<file path="src/rtl/sram_128x7_ctrl_if.sv">
// Request/response bundle between a client and sram_128x7_ctrl.
//   master : client side (drives write/read requests, receives ready and read data)
//   slave  : controller side
// Signals: wr_valid/wr_ready/wr_addr/wr_data, rd_valid/rd_ready/rd_addr,
//          rd_resp_valid/rd_resp_data.
interface sram_128x7_ctrl_if #(
  parameter int Bits      = 7,
  parameter int Add_Width = 7
);
  logic                 wr_valid;
  logic                 wr_ready;
  logic [Add_Width-1:0] wr_addr;
  logic [Bits-1:0]      wr_data;
  logic                 rd_valid;
  logic                 rd_ready;
  logic [Add_Width-1:0] rd_addr;
  logic                 rd_resp_valid;
  logic [Bits-1:0]      rd_resp_data;

  modport master (
    output wr_valid, wr_addr, wr_data, rd_valid, rd_addr,
    input  wr_ready, rd_ready, rd_resp_valid, rd_resp_data
  );

  modport slave (
    input  wr_valid, wr_addr, wr_data, rd_valid, rd_addr,
    output wr_ready, rd_ready, rd_resp_valid, rd_resp_data
  );
endinterface

</file>
<file path="src/rtl/sram_128x7_ctrl.sv">
// Controller in front of a 128x7 single-port SRAM macro.
// After reset it writes INIT_DATA to every entry, then arbitrates one write
// and one read port onto the single SRAM port (write wins). Read data comes
// back one cycle after acceptance and is held stable between responses.
//
// Ports:
//   CLK, RSTB            clock, asynchronous active-low reset
//   flush                re-run initialisation (only with SRAM_CTRL_FLUSH_EN)
//   bus                  request/response interface (slave modport)
//   init_done            high once every entry has been initialised
//   sram_ceb/web/a/d     SRAM macro pins (CEB, WEB active low)
//   sram_q               SRAM macro read data (valid only after a read)
//
// Optional feature macro: SRAM_CTRL_FLUSH_EN adds the flush input.
module sram_128x7_ctrl #(
  parameter int              Bits       = 7,
  parameter int              Word_Depth = 128,
  parameter int              Add_Width  = 7,
  parameter logic [Bits-1:0] INIT_DATA  = '0
) (
  input  logic                 CLK,
  input  logic                 RSTB,
`ifdef SRAM_CTRL_FLUSH_EN
  input  logic                 flush,
`endif
  sram_128x7_ctrl_if.slave     bus,
  output logic                 init_done,
  output logic                 sram_ceb,
  output logic                 sram_web,
  output logic [Add_Width-1:0] sram_a,
  output logic [Bits-1:0]      sram_d,
  input  logic [Bits-1:0]      sram_q
);

  localparam logic [Add_Width-1:0] LAST_ADDR = Add_Width'(Word_Depth - 1);

  typedef enum logic {ST_INIT, ST_IDLE} state_t;

  state_t               state;
  logic [Add_Width-1:0] init_cnt;
  logic                 resp_vld;
  logic [Bits-1:0]      hold_q;
  logic                 flush_req;
  logic                 in_idle;
  logic                 wr_acc;
  logic                 rd_acc;

`ifdef SRAM_CTRL_FLUSH_EN
  assign flush_req = flush;
`else
  assign flush_req = 1'b0;
`endif

  assign in_idle = (state == ST_IDLE);

  // flush outranks both requests; write outranks read.
  assign bus.wr_ready = in_idle & ~flush_req;
  assign bus.rd_ready = in_idle & ~flush_req & ~bus.wr_valid;
  assign wr_acc       = bus.wr_valid & bus.wr_ready;
  assign rd_acc       = bus.rd_valid & bus.rd_ready;

  // SRAM pins follow the accepted request in the same cycle.
  always_comb begin
    sram_ceb = 1'b1;
    sram_web = 1'b1;
    sram_a   = '0;
    sram_d   = '0;
    if (!in_idle) begin
      sram_ceb = 1'b0;
      sram_web = 1'b0;
      sram_a   = init_cnt;
      sram_d   = INIT_DATA;
    end else if (wr_acc) begin
      sram_ceb = 1'b0;
      sram_web = 1'b0;
      sram_a   = bus.wr_addr;
      sram_d   = bus.wr_data;
    end else if (rd_acc) begin
      sram_ceb = 1'b0;
      sram_a   = bus.rd_addr;
    end
  end

  always_ff @(posedge CLK or negedge RSTB) begin
    if (!RSTB) begin
      state     <= ST_INIT;
      init_cnt  <= '0;
      init_done <= 1'b0;
    end else begin
      case (state)
        ST_INIT: begin
          init_cnt <= init_cnt + 1'b1;
          if (init_cnt == LAST_ADDR) begin
            state     <= ST_IDLE;
            init_done <= 1'b1;
          end
        end
        ST_IDLE: begin
          if (flush_req) begin
            state     <= ST_INIT;
            init_cnt  <= '0;
            init_done <= 1'b0;
          end
        end
        default: state <= ST_INIT;
      endcase
    end
  end

  // Q is only meaningful the cycle after a read; capture it then so the
  // response data never shows garbage Q on other cycles. A response pending
  // when flush hits is still delivered.
  always_ff @(posedge CLK or negedge RSTB) begin
    if (!RSTB) begin
      resp_vld <= 1'b0;
      hold_q   <= '0;
    end else begin
      resp_vld <= rd_acc;
      if (resp_vld) hold_q <= sram_q;
    end
  end

  assign bus.rd_resp_valid = resp_vld;
  assign bus.rd_resp_data  = resp_vld ? sram_q : hold_q;

endmodule

</file>
<file path="src/flat_wrapper.sv">
// flat-port wrapper written by rule: the top's interface ports become plain ports
module sram_128x7_ctrl_flat 
#(
  parameter int              Bits       = 7,
  parameter int              Word_Depth = 128,
  parameter int              Add_Width  = 7,
  parameter logic [Bits-1:0] INIT_DATA  = '0
)
  (CLK, RSTB, init_done, sram_ceb, sram_web, sram_a, sram_d, sram_q, bus_wr_valid, bus_wr_addr, bus_wr_data, bus_rd_valid, bus_rd_addr, bus_wr_ready, bus_rd_ready, bus_rd_resp_valid, bus_rd_resp_data);
  sram_128x7_ctrl_if #(.Bits(Bits), .Add_Width(Add_Width)) bus_i ();
  input  logic CLK;
  input  logic RSTB;
  output logic init_done;
  output logic sram_ceb;
  output logic sram_web;
  output logic [Add_Width-1:0] sram_a;
  output logic [Bits-1:0] sram_d;
  input  logic [Bits-1:0] sram_q;
  input wire logic [$bits(bus_i.wr_valid)-1:0] bus_wr_valid;
  input wire logic [$bits(bus_i.wr_addr)-1:0] bus_wr_addr;
  input wire logic [$bits(bus_i.wr_data)-1:0] bus_wr_data;
  input wire logic [$bits(bus_i.rd_valid)-1:0] bus_rd_valid;
  input wire logic [$bits(bus_i.rd_addr)-1:0] bus_rd_addr;
  output wire logic [$bits(bus_i.wr_ready)-1:0] bus_wr_ready;
  output wire logic [$bits(bus_i.rd_ready)-1:0] bus_rd_ready;
  output wire logic [$bits(bus_i.rd_resp_valid)-1:0] bus_rd_resp_valid;
  output wire logic [$bits(bus_i.rd_resp_data)-1:0] bus_rd_resp_data;
  assign bus_i.wr_valid = bus_wr_valid;
  assign bus_i.wr_addr = bus_wr_addr;
  assign bus_i.wr_data = bus_wr_data;
  assign bus_i.rd_valid = bus_rd_valid;
  assign bus_i.rd_addr = bus_rd_addr;
  assign bus_wr_ready = bus_i.wr_ready;
  assign bus_rd_ready = bus_i.rd_ready;
  assign bus_rd_resp_valid = bus_i.rd_resp_valid;
  assign bus_rd_resp_data = bus_i.rd_resp_data;
  sram_128x7_ctrl #(.Bits(Bits), .Word_Depth(Word_Depth), .Add_Width(Add_Width), .INIT_DATA(INIT_DATA)) u_core (.CLK(CLK), .RSTB(RSTB), .bus(bus_i), .init_done(init_done), .sram_ceb(sram_ceb), .sram_web(sram_web), .sram_a(sram_a), .sram_d(sram_d), .sram_q(sram_q));
endmodule
</file>
<file path="config.mk">
export PLATFORM = sky130hd
export DESIGN_NAME = sram_128x7_ctrl_flat
export DESIGN_NICKNAME = d
export VERILOG_FILES = /design/src/rtl/sram_128x7_ctrl_if.sv /design/src/rtl/sram_128x7_ctrl.sv /design/src/flat_wrapper.sv
export SDC_FILE = /design/constraint.sdc
export NUM_CORES = 1
export LEC_CHECK = 0
export CAP_MARGIN = 15
export CORE_MARGIN = 4
export CORE_UTILIZATION = 38
export CTS_CLUSTER_SIZE = 30
export DETAILED_ROUTE_END_ITERATION = 10
export MAX_ROUTING_LAYER = met4
export PLACE_DENSITY = 0.93
export SYNTH_ARGS = -nofsm -noshare
export SYNTH_HDL_FRONTEND = slang
export SYNTH_SLANG_ARGS = --single-unit
</file>
<file path="constraint.sdc">
create_clock -name CLK -period 3.1 [get_ports CLK]
set_clock_uncertainty 0.05 [all_clocks]
set_input_delay 0.775 -clock CLK [delete_from_list [all_inputs] [get_ports CLK]]
set_output_delay 0.775 -clock CLK [all_outputs]
set_load 0.05 [all_outputs]
</file>
# --- After elaboration in Yosys (flattened, before gate mapping) ---
# Index checks and enable logic that the tools add are counted.
# Widths: inputs -> output; s select.
word_totals:
  ff_bits: 17
classes:
  add_sub_neg: 1
  n_bitwise: 5
  eq_ne: 2
  n_mux: 16
  n_reduce_logical: 1
op_table:
  columns: ["operator", "count"]
  rows:
  - ["$mux 7", 7]
  - ["$mux 1", 8]
  - ["$add 7x1->7 const B", 1]
  - ["$eq 7x7->1 const B", 1]
  - ["$and 1x1->1", 3]
  - ["$ne 2x1->1 const B", 1]
  - ["$not 1->1", 2]
  - ["$pmux 1 s2", 1]
  - ["$reduce_and 2->1", 1]

# --- Logic depth before layout (Yosys ltp) ---
depth:
  word_depth: 6
  depth_mapped: 4

# --- Worst setup path before layout ---
# Ideal clock, no wire load.
synth_path:
  path_kind: "input to output"
  start: "in bus_wr_valid"
  end: "out sram_ceb"
  n_path_buf: 0
  t_required_ns: 2.275
  slack_ns: 0.209
  stages: 2
  arrival_ns: 2.066
  path_cell_list: "and2b_1 -> nor2b_1"
synth_between:
  elab_chain_len: 6
  elab_cells_between_ends: 7
  cone_classes: "mux (3); bitwise (4)"
synth_lines:
  columns: ["element", "line", "text"]
  rows:
  - ["from (decl)", "flat_wrapper.sv:19", "input wire logic [$bits(bus_i.wr_valid)-1:0] bus_wr_valid;"]
  - ["$not 1->1", "sram_128x7_ctrl.sv:58", "assign bus.rd_ready = in_idle & ~flush_req & ~bus.wr_valid;"]
  - ["$and 1x1->1", "sram_128x7_ctrl.sv:58", null]
  - ["$and 1x1->1", "sram_128x7_ctrl.sv:60", "assign rd_acc = bus.rd_valid & bus.rd_ready;"]
  - ["$mux 1", "sram_128x7_ctrl.sv:78", "end else if (rd_acc) begin"]
  - ["$mux 1 *", "sram_128x7_ctrl.sv:73", "end else if (wr_acc) begin"]
  - ["$mux 1 *", "sram_128x7_ctrl.sv:68", "if (!in_idle) begin"]
  - ["to (decl)", "flat_wrapper.sv:14", "output logic sram_ceb;"]
# Mark *: on every way between the ends. The rest lies on a longest branch, timed or not.

# --- Final worst setup path ---
layout_path:
  start: "in bus_rd_valid"
  end: "out sram_a[3]"
layout_between:
  elab_chain_len: 4
layout_lines:
  columns: ["element", "line", "text"]
  rows:
  - ["from (decl)", "flat_wrapper.sv:22", "input wire logic [$bits(bus_i.rd_valid)-1:0] bus_rd_valid;"]
  - ["$and 1x1->1", "sram_128x7_ctrl.sv:60", null]
  - ["$mux 7", "sram_128x7_ctrl.sv:78", null]
  - ["$mux 7", "sram_128x7_ctrl.sv:73", null]
  - ["$mux 7", "sram_128x7_ctrl.sv:68", null]
  - ["to (decl)", "flat_wrapper.sv:16", "output logic [Add_Width-1:0] sram_a;"]
# Every way passes these cells.

==> results.ini <==
[cts]
cts_tree=built
numCtsBuffers=3
clock_path_buffers=2
clk_pin_slew_ns=0.11
htree_levels=1
cts-root-buf=clkbuf_4
cts_setup_buffers=0
clkLatencyLatePin_ns=0.30
clock-sinks=17

[timing]
holdWs_ns=0.440
relSlewSlack_pct=50.6
setup_violations=0
fin_crit_sh_pct=95.7
fin_ws_ns=0.134
worst_pin_slew_ns=0.739
rsz0062_at_grt=false
fmax_ghz=0.337
min_period_ns=2.97
slew_viol_final=0
finalHoldViolations=0
tns_ns=0

[floorplanning]
fp.dieW_um=56.5
initial_core_util_pct=39.9
floorplan.rows=17
die_h_um=56.5
die-area_mm2=0.00319
ioPinCount=59
core_mm2=0.00223

[yosys]
yosysWarnings=0
ys_top_cells_by_area=dfrtp_1 48%, mux2_2 10%, a22oi_1 5.9%
synth_top_area_cell=dfrtp_1
synth_area_per_cell_um2=10.7
synth_nets=116
synth_area_um2=892
synth_top_area_share_pct=47.7
synthCells=83
ys_seq_elements=17
ys_types=24
yosysSeqAreaShare_pct=47.7

[setup_path]
required_ns=2.27
cp_data_arrival_time_ns=2.14
endpoint_kind=primary output
critPathTopFamily=buffers and inverters
cp.buffers_inverters=3
crit_chain=clkdlybuf4s50_1, nor2b_2, buf_4, a22oi_1, a21oi_1, buf_12
path_max_fanout=3
slowest_stage=clkdlybuf4s50_1
cp-start-kind=input pin
critPathMaxStageDelay_ns=0.50
critPathKind=in2out

[power]
pwr_density_cell_mw_per_mm2=229
power.static_leakage_uw=0.000801
ir_drop_mv=0.233

[place]
io_buffers=58
placed_area_mm2=0.00174
gp_congestion=0.835
pre_cts_ws_ns=0.0791
hpwl_mm=2.45

[finish]
final_area_mm2=0.00179
num_antenna_cells=0
areaGrowthSynthToFinish_pct=100
final-seq-area_um2=425
final_core_util_pct=79.9
drive_above_1_share_pct=33.6
nFillCells=132
multi_input_area_um2=437
nNetsFinal=177

[route]
ant_nets=0
drt_iter0_drc=25
drt_wl_total_mm=3.04
drc=0
vias=874
post_drt_via_cell_ratio=5.11
wl_per_cell_um=17.8
drtPass1Iterations=4

[global_routing]
grt_max_degree=30
antenna_found_initial=0
grt_pass1_vias=932
grt_pass1_wl_mm=4.63
overflow=0
grt_usage_pct=19.5

[run_status]
status=complete, no violations

[flow_run]
drv_cap=0

[hold_path]
hold_path.class=reg2reg

[worst reg2reg max path: cells and delay by family (launching register included)]
family / cells / cell delay (ns)
AND/OR/NAND/NOR: 2 / 0.36
flip-flops: 1 / 0.40
buffers and inverters: 2 / 0.38
[final cells by class]
| type | count | area share (%) |
|---|---|---|
| clock buffers | 3 | 1.26 |
| clock inverters | 1 | 0.420 |
| multi-input cells | 59 | 24.5 |
| flip-flops and latches | 17 | 23.8 |
| well taps | 28 | 1.96 |
| repair buffers | 63 | 48.1 |
[cell families after synthesis]
family,synth area share (%)
XOR/XNOR,5.89
adder cells (fa/ha/maj),1.40
multiplexers,10.1
buffers and inverters,4.91
AO/OA/AOI/OAI,11.5
flip-flops,47.7
AND/OR/NAND/NOR,18.5
[Yosys cell counts, drive strengths merged]
| cell type | instances |
|---|---|
| nand3 | 1 |
| nor2 | 9 |
| nand2 | 2 |
| xor2 | 2 |
| and2 | 1 |
| nand4 | 1 |
| mux2 | 8 |
| a22oi | 7 |
| nor2b | 2 |
| dfrtp | 17 |
| nand2b | 1 |
| nand4b | 2 |
| buf | 7 |
| and2b | 1 |
| a21oi | 7 |
| o21bai | 2 |
| and3 | 7 |
| nand3b | 1 |
| xnor2 | 4 |
| ha | 1 |
[worst paths after layout]
path	start	end	slack (ns)	cells after the start
setup reg to reg	u_core.bus.wr_ready$_DFF_PN0_	u_core.bus.rd_resp_valid$_DFF_PN0_	1.82	4
hold / removal	u_core.init_done$_DFFE_PN0P_	u_core.init_done$_DFFE_PN0P_	0.44	1
setup / recovery	bus_rd_valid	sram_a[3]	0.13	6
hold reg to reg	u_core.init_done$_DFFE_PN0P_	u_core.init_done$_DFFE_PN0P_	0.44	1
max in group asynchronous	RSTB	u_core.init_done$_DFFE_PN0P_	1.69	1
min in group asynchronous	RSTB	u_core.hold_q[1]$_DFF_PN0_	0.85	1
[stage by stage]
stage | instances | power, uW
6_report | 171 | 409
4_1_cts | 171 | 411
2_1_floorplan | 83 | 234
3_3_place_gp | 167 | 281
5_1_grt | 171 | 429
3_5_place_dp | 167 | 283
[placed cells by master (no fill, tap or decap), types with 2 or more instances in the layout]
cell             netlist  layout
a22oi_1                7       7
clkbuf_4               0       3
a21oi_2                0       3
buf_4                  1       5
dfrtp_1               17      17
xnor2_1                4       4
and3_1                 7       7
xor2_1                 2       2
a21oi_1                7       4
nand2_1                2       2
clkdlybuf4s50_1        0      34
buf_12                 0      24
nor2_2                 2       2
nor2_1                 7       7
o21bai_1               2       2
mux2_2                 8       8
[where the power goes]
group	switching, uW	total (uW)	internal (uW)
Sequential	0	222	222
Clock	79.8	129	49.2
Combinational	18.2	58.4	40.2
Total	98.0	409	311
[layer usage]
layer  wire, um  global-route usage (%)  vias to the layer above
met5          0                       -                        -
met4         85                    10.2                        0
met3        207                    5.06                       10
met2       1550                    33.7                       40
met1       1190                    20.3                      412
li1           -                       -                      412
[timing repair]
action,in CTS,in global routing
resized for setup,0,4
setup endpoints to repair,0,4
hold buffers,0,0
[registers in the layout, summed over array words and instances (netlist names)]
register and cells:
u_core.init_done 1, u_core.bus.wr_ready 1, u_core.bus.rd_resp_valid 1, u_core.init_cnt 7
u_core.hold_q 7
Power figures use the tool's default switching activity.
